[config.mk]
export PLATFORM = sky130hd
export DESIGN_NAME = btb_update_queue
export DESIGN_NICKNAME = d
export VERILOG_FILES = /design/src/rtl/btb_update_queue_pkg.sv /design/src/rtl/btb_upd_fifo.sv /design/src/rtl/btb_update_queue.sv
export SDC_FILE = /design/constraint.sdc
export NUM_CORES = 1
export LEC_CHECK = 0
export CORE_AREA = 4 4 165 167
export CTS_CLUSTER_SIZE = 28
export DETAILED_ROUTE_END_ITERATION = 8
export DIE_AREA = 0 0 169 171
export DONT_BUFFER_PORTS = 1
export HOLD_SLACK_MARGIN = 0.05
export PLACE_DENSITY_LB_ADDON = 0.05
export SETUP_SLACK_MARGIN = 0.2
export SYNTH_ARGS = -nofsm -noshare
export SYNTH_HDL_FRONTEND = slang
export SYNTH_SLANG_ARGS = --single-unit
[constraint.sdc]
create_clock -name Clk -period 11.81 [get_ports Clk]
set_input_delay 0 -clock Clk [delete_from_list [all_inputs] [get_ports Clk]]
set_output_delay 0 -clock Clk [all_outputs]
set_load 0.02 [all_outputs]
[src/rtl/btb_update_queue_pkg.sv]
// Shared BTB update definitions: branch-type codes (same as BTB NextType),
// default PC width and the training-update record.
// Latency/backpressure: n/a (types and constants only).
package btb_update_queue_pkg;

  localparam int BTB_ADDR_W = 32;
  localparam int BTB_TYPE_W = 3;
  localparam int BTB_BANK_W = 2;

  // Branch type encodings, identical to the BTB NextType field.
  typedef enum logic [BTB_TYPE_W-1:0] {
    BR_NONE     = 3'd0,
    BR_COND     = 3'd1,
    BR_DIRECT   = 3'd2,
    BR_CALL     = 3'd3,
    BR_RET      = 3'd4,
    BR_INDIRECT = 3'd5
  } btb_type_e;

  // One training update at the default PC width.
  typedef struct packed {
    logic [BTB_ADDR_W-1:0] Pc;
    logic [BTB_ADDR_W-1:0] Target;
    logic [BTB_TYPE_W-1:0] Type;
    logic [BTB_BANK_W-1:0] BanN;
    logic                  Taken;
  } btb_upd_t;

  // Flattened entry width for an arbitrary PC width:
  // {Pc, Target, Type, BanN, Taken}.
  function automatic int upd_ent_w(input int addr_w);
    return 2 * addr_w + BTB_TYPE_W + BTB_BANK_W + 1;
  endfunction

endpackage

[src/rtl/btb_upd_fifo.sv]
// Circular storage for BTB updates: array + head/tail pointers + occupancy.
// Latency: push visible at head one cycle later; no bypass.
// Backpressure: caller must not push when full or pop when empty.
// Optional BTB_UPD_MERGE_EN adds an in-place overwrite of the tail entry.
// Ports: Clk, Rest (async high), PushEn/PushDat, PopEn, HeadDat, Cnt,
//        [merge build] MrgEn (overwrite tail), TailKey (top KEY_W bits of tail).
module btb_upd_fifo #(
  parameter int DEPTH = 4,
  parameter int WIDTH = 70,
  parameter int KEY_W = 32,
  localparam int PTR_W = $clog2(DEPTH),
  localparam int CNT_W = PTR_W + 1
) (
  input  logic             Clk,
  input  logic             Rest,
  input  logic             PushEn,
  input  logic [WIDTH-1:0] PushDat,
  input  logic             PopEn,
`ifdef BTB_UPD_MERGE_EN
  input  logic             MrgEn,
  output logic [KEY_W-1:0] TailKey,
`endif
  output logic [WIDTH-1:0] HeadDat,
  output logic [CNT_W-1:0] Cnt
);

  logic [WIDTH-1:0] mem [DEPTH];
  logic [PTR_W-1:0] wr_ptr;
  logic [PTR_W-1:0] rd_ptr;

  // Power-of-two depth: pointers wrap by natural overflow.
  always_ff @(posedge Clk or posedge Rest) begin
    if (Rest) begin
      mem    <= '{default: '0};
      wr_ptr <= '0;
      rd_ptr <= '0;
      Cnt    <= '0;
    end else begin
      if (PushEn) begin
        mem[wr_ptr] <= PushDat;
        wr_ptr      <= wr_ptr + PTR_W'(1);
      end
`ifdef BTB_UPD_MERGE_EN
      else if (MrgEn) begin
        mem[wr_ptr - PTR_W'(1)] <= PushDat;
      end
`endif
      if (PopEn) begin
        rd_ptr <= rd_ptr + PTR_W'(1);
      end
      case ({PushEn, PopEn})
        2'b10:   Cnt <= Cnt + CNT_W'(1);
        2'b01:   Cnt <= Cnt - CNT_W'(1);
        default: Cnt <= Cnt;
      endcase
    end
  end

  assign HeadDat = mem[rd_ptr];

`ifdef BTB_UPD_MERGE_EN
  // The tail entry is the one most recently written.
  logic [PTR_W-1:0] tail_ptr;
  assign tail_ptr = wr_ptr - PTR_W'(1);
  assign TailKey  = mem[tail_ptr][WIDTH-1 -: KEY_W];
`endif

endmodule

[src/rtl/btb_update_queue.sv]
// Buffers resolved-branch training updates and issues them as BTB writes.
// Latency: update accepted in cycle N is requested as a write in N+1 (no bypass).
// Backpressure: OtUpdReady low when full (updates then dropped, sticky
// OtOverflow); BUstop or missing InWrAck hold the head entry.
// Ports: Clk, Rest (async high); InUpd* update from backend / OtUpdReady;
//        OtWr* head entry / InWrAck to BTB; OtQueCnt occupancy; OtOverflow.
// Build option BTB_UPD_MERGE_EN: an update with the same PC as the tail
// entry overwrites it in place instead of taking a new slot.
module btb_update_queue
  import btb_update_queue_pkg::*;
#(
  parameter int DEPTH  = 4,
  parameter int ADDR_W = BTB_ADDR_W,
  localparam int CNT_W = $clog2(DEPTH) + 1
) (
  input  logic              Clk,
  input  logic              Rest,
  input  logic              BUstop,
  input  logic              InUpdAble,
  input  logic [ADDR_W-1:0] InUpdPc,
  input  logic [ADDR_W-1:0] InUpdTarget,
  input  logic [2:0]        InUpdType,
  input  logic [1:0]        InUpdBanN,
  input  logic              InUpdTaken,
  output logic              OtUpdReady,
  output logic              OtWrAble,
  output logic [ADDR_W-1:0] OtWrPc,
  output logic [ADDR_W-1:0] OtWrTarget,
  output logic [2:0]        OtWrType,
  output logic [1:0]        OtWrBanN,
  output logic              OtWrTaken,
  input  logic              InWrAck,
  output logic [CNT_W-1:0]  OtQueCnt,
  output logic              OtOverflow
);

  localparam int ENT_W = upd_ent_w(ADDR_W);

  logic [ENT_W-1:0] push_dat;
  logic [ENT_W-1:0] head_dat;
  logic [CNT_W-1:0] cnt;
  logic             full;
  logic             empty;
  logic             deq;
  logic             enq;
  logic             mrg;

  assign push_dat = {InUpdPc, InUpdTarget, InUpdType, InUpdBanN, InUpdTaken};

  assign full  = (cnt == CNT_W'(DEPTH));
  assign empty = (cnt == '0);

  assign OtWrAble = !empty && !BUstop;
  assign deq      = OtWrAble && InWrAck;

`ifdef BTB_UPD_MERGE_EN
  logic [ADDR_W-1:0] tail_pc;
  // Never merge into a lone entry that is leaving this cycle; the update
  // would be lost with it, so it takes a fresh slot instead.
  assign mrg = InUpdAble && !empty && (InUpdPc == tail_pc)
               && !((cnt == CNT_W'(1)) && deq);
`else
  assign mrg = 1'b0;
`endif

  // Readiness uses the registered count only: a same-cycle dequeue does
  // not free a slot for the incoming update.
  assign OtUpdReady = !full || mrg;
  assign enq        = InUpdAble && !full && !mrg;

  btb_upd_fifo #(
    .DEPTH (DEPTH),
    .WIDTH (ENT_W),
    .KEY_W (ADDR_W)
  ) u_fifo (
    .Clk     (Clk),
    .Rest    (Rest),
    .PushEn  (enq),
    .PushDat (push_dat),
    .PopEn   (deq),
`ifdef BTB_UPD_MERGE_EN
    .MrgEn   (mrg),
    .TailKey (tail_pc),
`endif
    .HeadDat (head_dat),
    .Cnt     (cnt)
  );

  always_ff @(posedge Clk or posedge Rest) begin
    if (Rest) begin
      OtOverflow <= 1'b0;
    end else if (InUpdAble && !OtUpdReady) begin
      OtOverflow <= 1'b1;
    end
  end

  assign OtWrPc     = head_dat[ENT_W-1 -: ADDR_W];
  assign OtWrTarget = head_dat[ENT_W-ADDR_W-1 -: ADDR_W];
  assign OtWrType   = head_dat[5:3];
  assign OtWrBanN   = head_dat[2:1];
  assign OtWrTaken  = head_dat[0];
  assign OtQueCnt   = cnt;

endmodule

==> metrics.yaml <==
start_util_pct: 49.2
r2r_end: "u_fifo.mem[45]$_DFFE_PP0P_"
clock_tree.buffer_depth: 3
critPathBufInv: 1
leakage_nw: 5.91
grt_pass1_wl_um: 43300
grt_max_degree: 128
ctsResizeCount: 0
outcome: "finished clean"
synth_area_per_cell_um2: 17.6
vias: 6496
crit_family: "simple AND/OR/NAND/NOR gates"
wl_um: 26700
max_freq_mhz: 339
cts-root-buf: "clkbuf_16"
worstPathRequired_ns: 12.23
critical_path_arrival_ns: 3.38
grt_usage_pct: 18.9
first_global_vias: 7608
gp_congestion: 0.706
relSlewSlack_pct: 31.1
path_max_fanout: 47
cts_sinks: 288
finalSetupViolations: 0
critPathKind: "flip-flop to flip-flop"
die_w_um: 169
grt_overflow_total: 0
finalInstanceArea_mm2: 0.0145
ff2ff_path_depth: 4
tightest_slew_ns: 1.03
finalPower_w: 0.00457
max_stage_delay_ns: 0.76
fin_hold_ws_ns: 0.0957
hold_buffers: 75
dp_hpwl_um: 15900
p_per_area_mw_per_mm2: 316
worstHoldEndpoint: "OtWrAble"
worst_path_max_delay_cell: "nor2_4"
cts_made_buffers: 31
first_pass_iters: 4
area_delta_synth_final_pct: 14.2
syn_inst: 720
rsz0062_at_grt: "no"
yosys_warnings: 0
hold_class: "input pin to output port"
drive_gt1_share_pct: 51.0
endpoint_kind: "flip-flop"
post-route-drc-count: 0
tritoncts: "built"
placed_area_mm2: 0.0127
syn-num-nets: 801
drv_slew: 0
hold_viol_final: 0
dieHeight_um: 171
row_count: 59
ys_seq_area_share_pct: 56.9
vdd_ir_drop_max_mv: 0.212
placed_cells_incl_taps: 1019
coreArea_mm2: 0.0258
hold_start: "BUstop"
clock_latency_ns: 0.54
final.period_utilization_pct: 25.0
setup_tns_ns: 0
cts_max_level: 1
crit_chain: "nor3b_2, nor2_4, buf_4, mux2_2"
viasPerCell: 5.65
cts_setup_buffers: 0
drt_iter0_drc: 178
layout.nets: 873
start_kind: "flip-flop"
io_pins: 151
ys_types: 20
syn_area_mm2: 0.0127
stdcell_count: 1149
portBuffers: 0
finClkSkew_ns: 0.0150
timing.rr.start: "u_fifo.Cnt[2]$_DFFE_PP0P_"
min_period_ns: 2.95
grt_antenna_before_repair: 1
rrSetupSlack_ns: 8.86
dieArea_mm2: 0.0289
ant_nets: 0
wl_per_cell_um: 23.2
hold_depth: 1
cap_violations: 0
path_clk_slew_ns: 0.06
n_antenna_cell: 0
ys_ff_latch: 288
-- worst register-to-register path, cell delays in order (launching register included) --
cell	delay, ns
dfrtp_1	0.51
nor3b_2	0.31
nor2_4	0.76
buf_4	0.75
mux2_2	0.51
-- how the worst max path moves through the flow --
| stage | start | end | slack [ns] | depth (start not counted) |
|---|---|---|---|---|
| finish | u_fifo.Cnt[2]$_DFFE_PP0P_ | u_fifo.mem[45]$_DFFE_PP0P_ | 8.86 | 4 |
| global route | u_fifo.rd_ptr[1]$_DFFE_PP0P_ | OtWrPc[14] | 8.68 | 2 |
| CTS | u_fifo.rd_ptr[1]$_DFFE_PP0P_ | OtWrPc[24] | 8.76 | 2 |
| detailed placement | u_fifo.Cnt[0]$_DFFE_PP0P_ | u_fifo.mem[48]$_DFFE_PP0P_ | 8.84 | 4 |
| global placement | u_fifo.Cnt[2]$_DFFE_PP0P_ | u_fifo.mem[104]$_DFFE_PP0P_ | 8.85 | 4 |
| floorplan | Rest | OtOverflow$_DFFE_PP0P_ | 3.86 | 1 |
-- cells by family (layout without fill, tap and decap cells) --
kind of cell	Yosys count	in the layout	share of synthesized area, %
muxes	352	352	37.5
DFF	288	288	56.9
buffers and inverters	51	145	3.80
and+or+nand+nor	16	16	0.691
adders and majority gates	6	6	0.652
xor gates and xnor gates	6	6	0.415
AOI/OAI and AO/OA	1	1	0.0593
-- placed cells by master (no fill, tap or decap) --
cell type      synthesis  routed
a21o_1                 1       1
buf_4                  0       8
clkbuf_1               0       7
clkbuf_16              0      31
clkbuf_8              24      12
clkinv_2               0       4
clkinvlp_4             0       1
dfrtp_1              288     286
dfrtp_4                0       2
dlygate4sd3_1          0      75
fa_1                   1       1
ha_1                   5       5
inv_1                  7       6
inv_8                  0       1
mux2_2               281     281
mux2i_1                1       1
mux4_2                70      70
nand2_1                5       5
nand2b_1               1       1
nor2_1                 2       2
nor2_4                 0       4
nor3_1                 2       2
nor3b_1                1       1
nor3b_2                1       1
xnor2_1                2       2
xor2_1                 4       4
-- through the flow --
stage          worst slack, ns  util [%]
6_report                  8.86      56.2
5_1_grt                   8.68      56.2
4_1_cts                   8.76      56.2
3_5_place_dp              8.84      49.4
3_3_place_gp              8.85      49.4
2_1_floorplan             3.86         -
-- cell type report --
cell class / instances / area, um^2
well taps: 335 / 419
multi-input cells: 381 / 5000
fillers: 2001 / 11300
clock buffers: 50 / 967
inverters: 7 / 33.8
flip-flops and latches: 288 / 7210
repair buffers: 83 / 811
clock inverters: 5 / 27.5
-- synthesized netlist by cell type, drive strengths merged --
master,count,area [um^2]
xor2,4,35.0
fa,1,20.0
mux4,70,1580
mux2,281,3160
a21o,1,7.51
clkbuf,24,330
mux2i,1,10.0
buf,20,125
xnor2,2,17.5
nand2b,1,6.26
nand2,5,18.8
inv,7,26.3
nor3,2,10.0
dfrtp,288,7210
nor2,6,32.5
nor3b,2,20.0
ha,5,62.6
-- layer usage --
| metal | GRT usage (%) | share of wire, % | vias to the layer above | wire (um) |
|---|---|---|---|---|
| met4 | 4.17 | 1.8 | 2 | 471 |
| met5 | 0 | 0.049 | - | 13 |
| met3 | 4.27 | 5.7 | 43 | 1520 |
| li1 | - | - | 2816 | - |
| met1 | 24.9 | 42 | 3511 | 11300 |
| met2 | 32.5 | 50 | 124 | 13400 |
-- state kept, by name (all words and copies together) (netlist names) --
name / flops
u_fifo.Cnt: 3
OtOverflow: 1
u_fifo.rd_ptr: 2
u_fifo.mem: 280
u_fifo.wr_ptr: 2
-- power breakdown --
part           total [W]  internal [W]  switching, W
Combinational    0.00182      0.000927      0.000891
Clock           0.000928      0.000553      0.000375
Sequential       0.00183       0.00150      0.000326
Power figures use the tool's default switching activity.
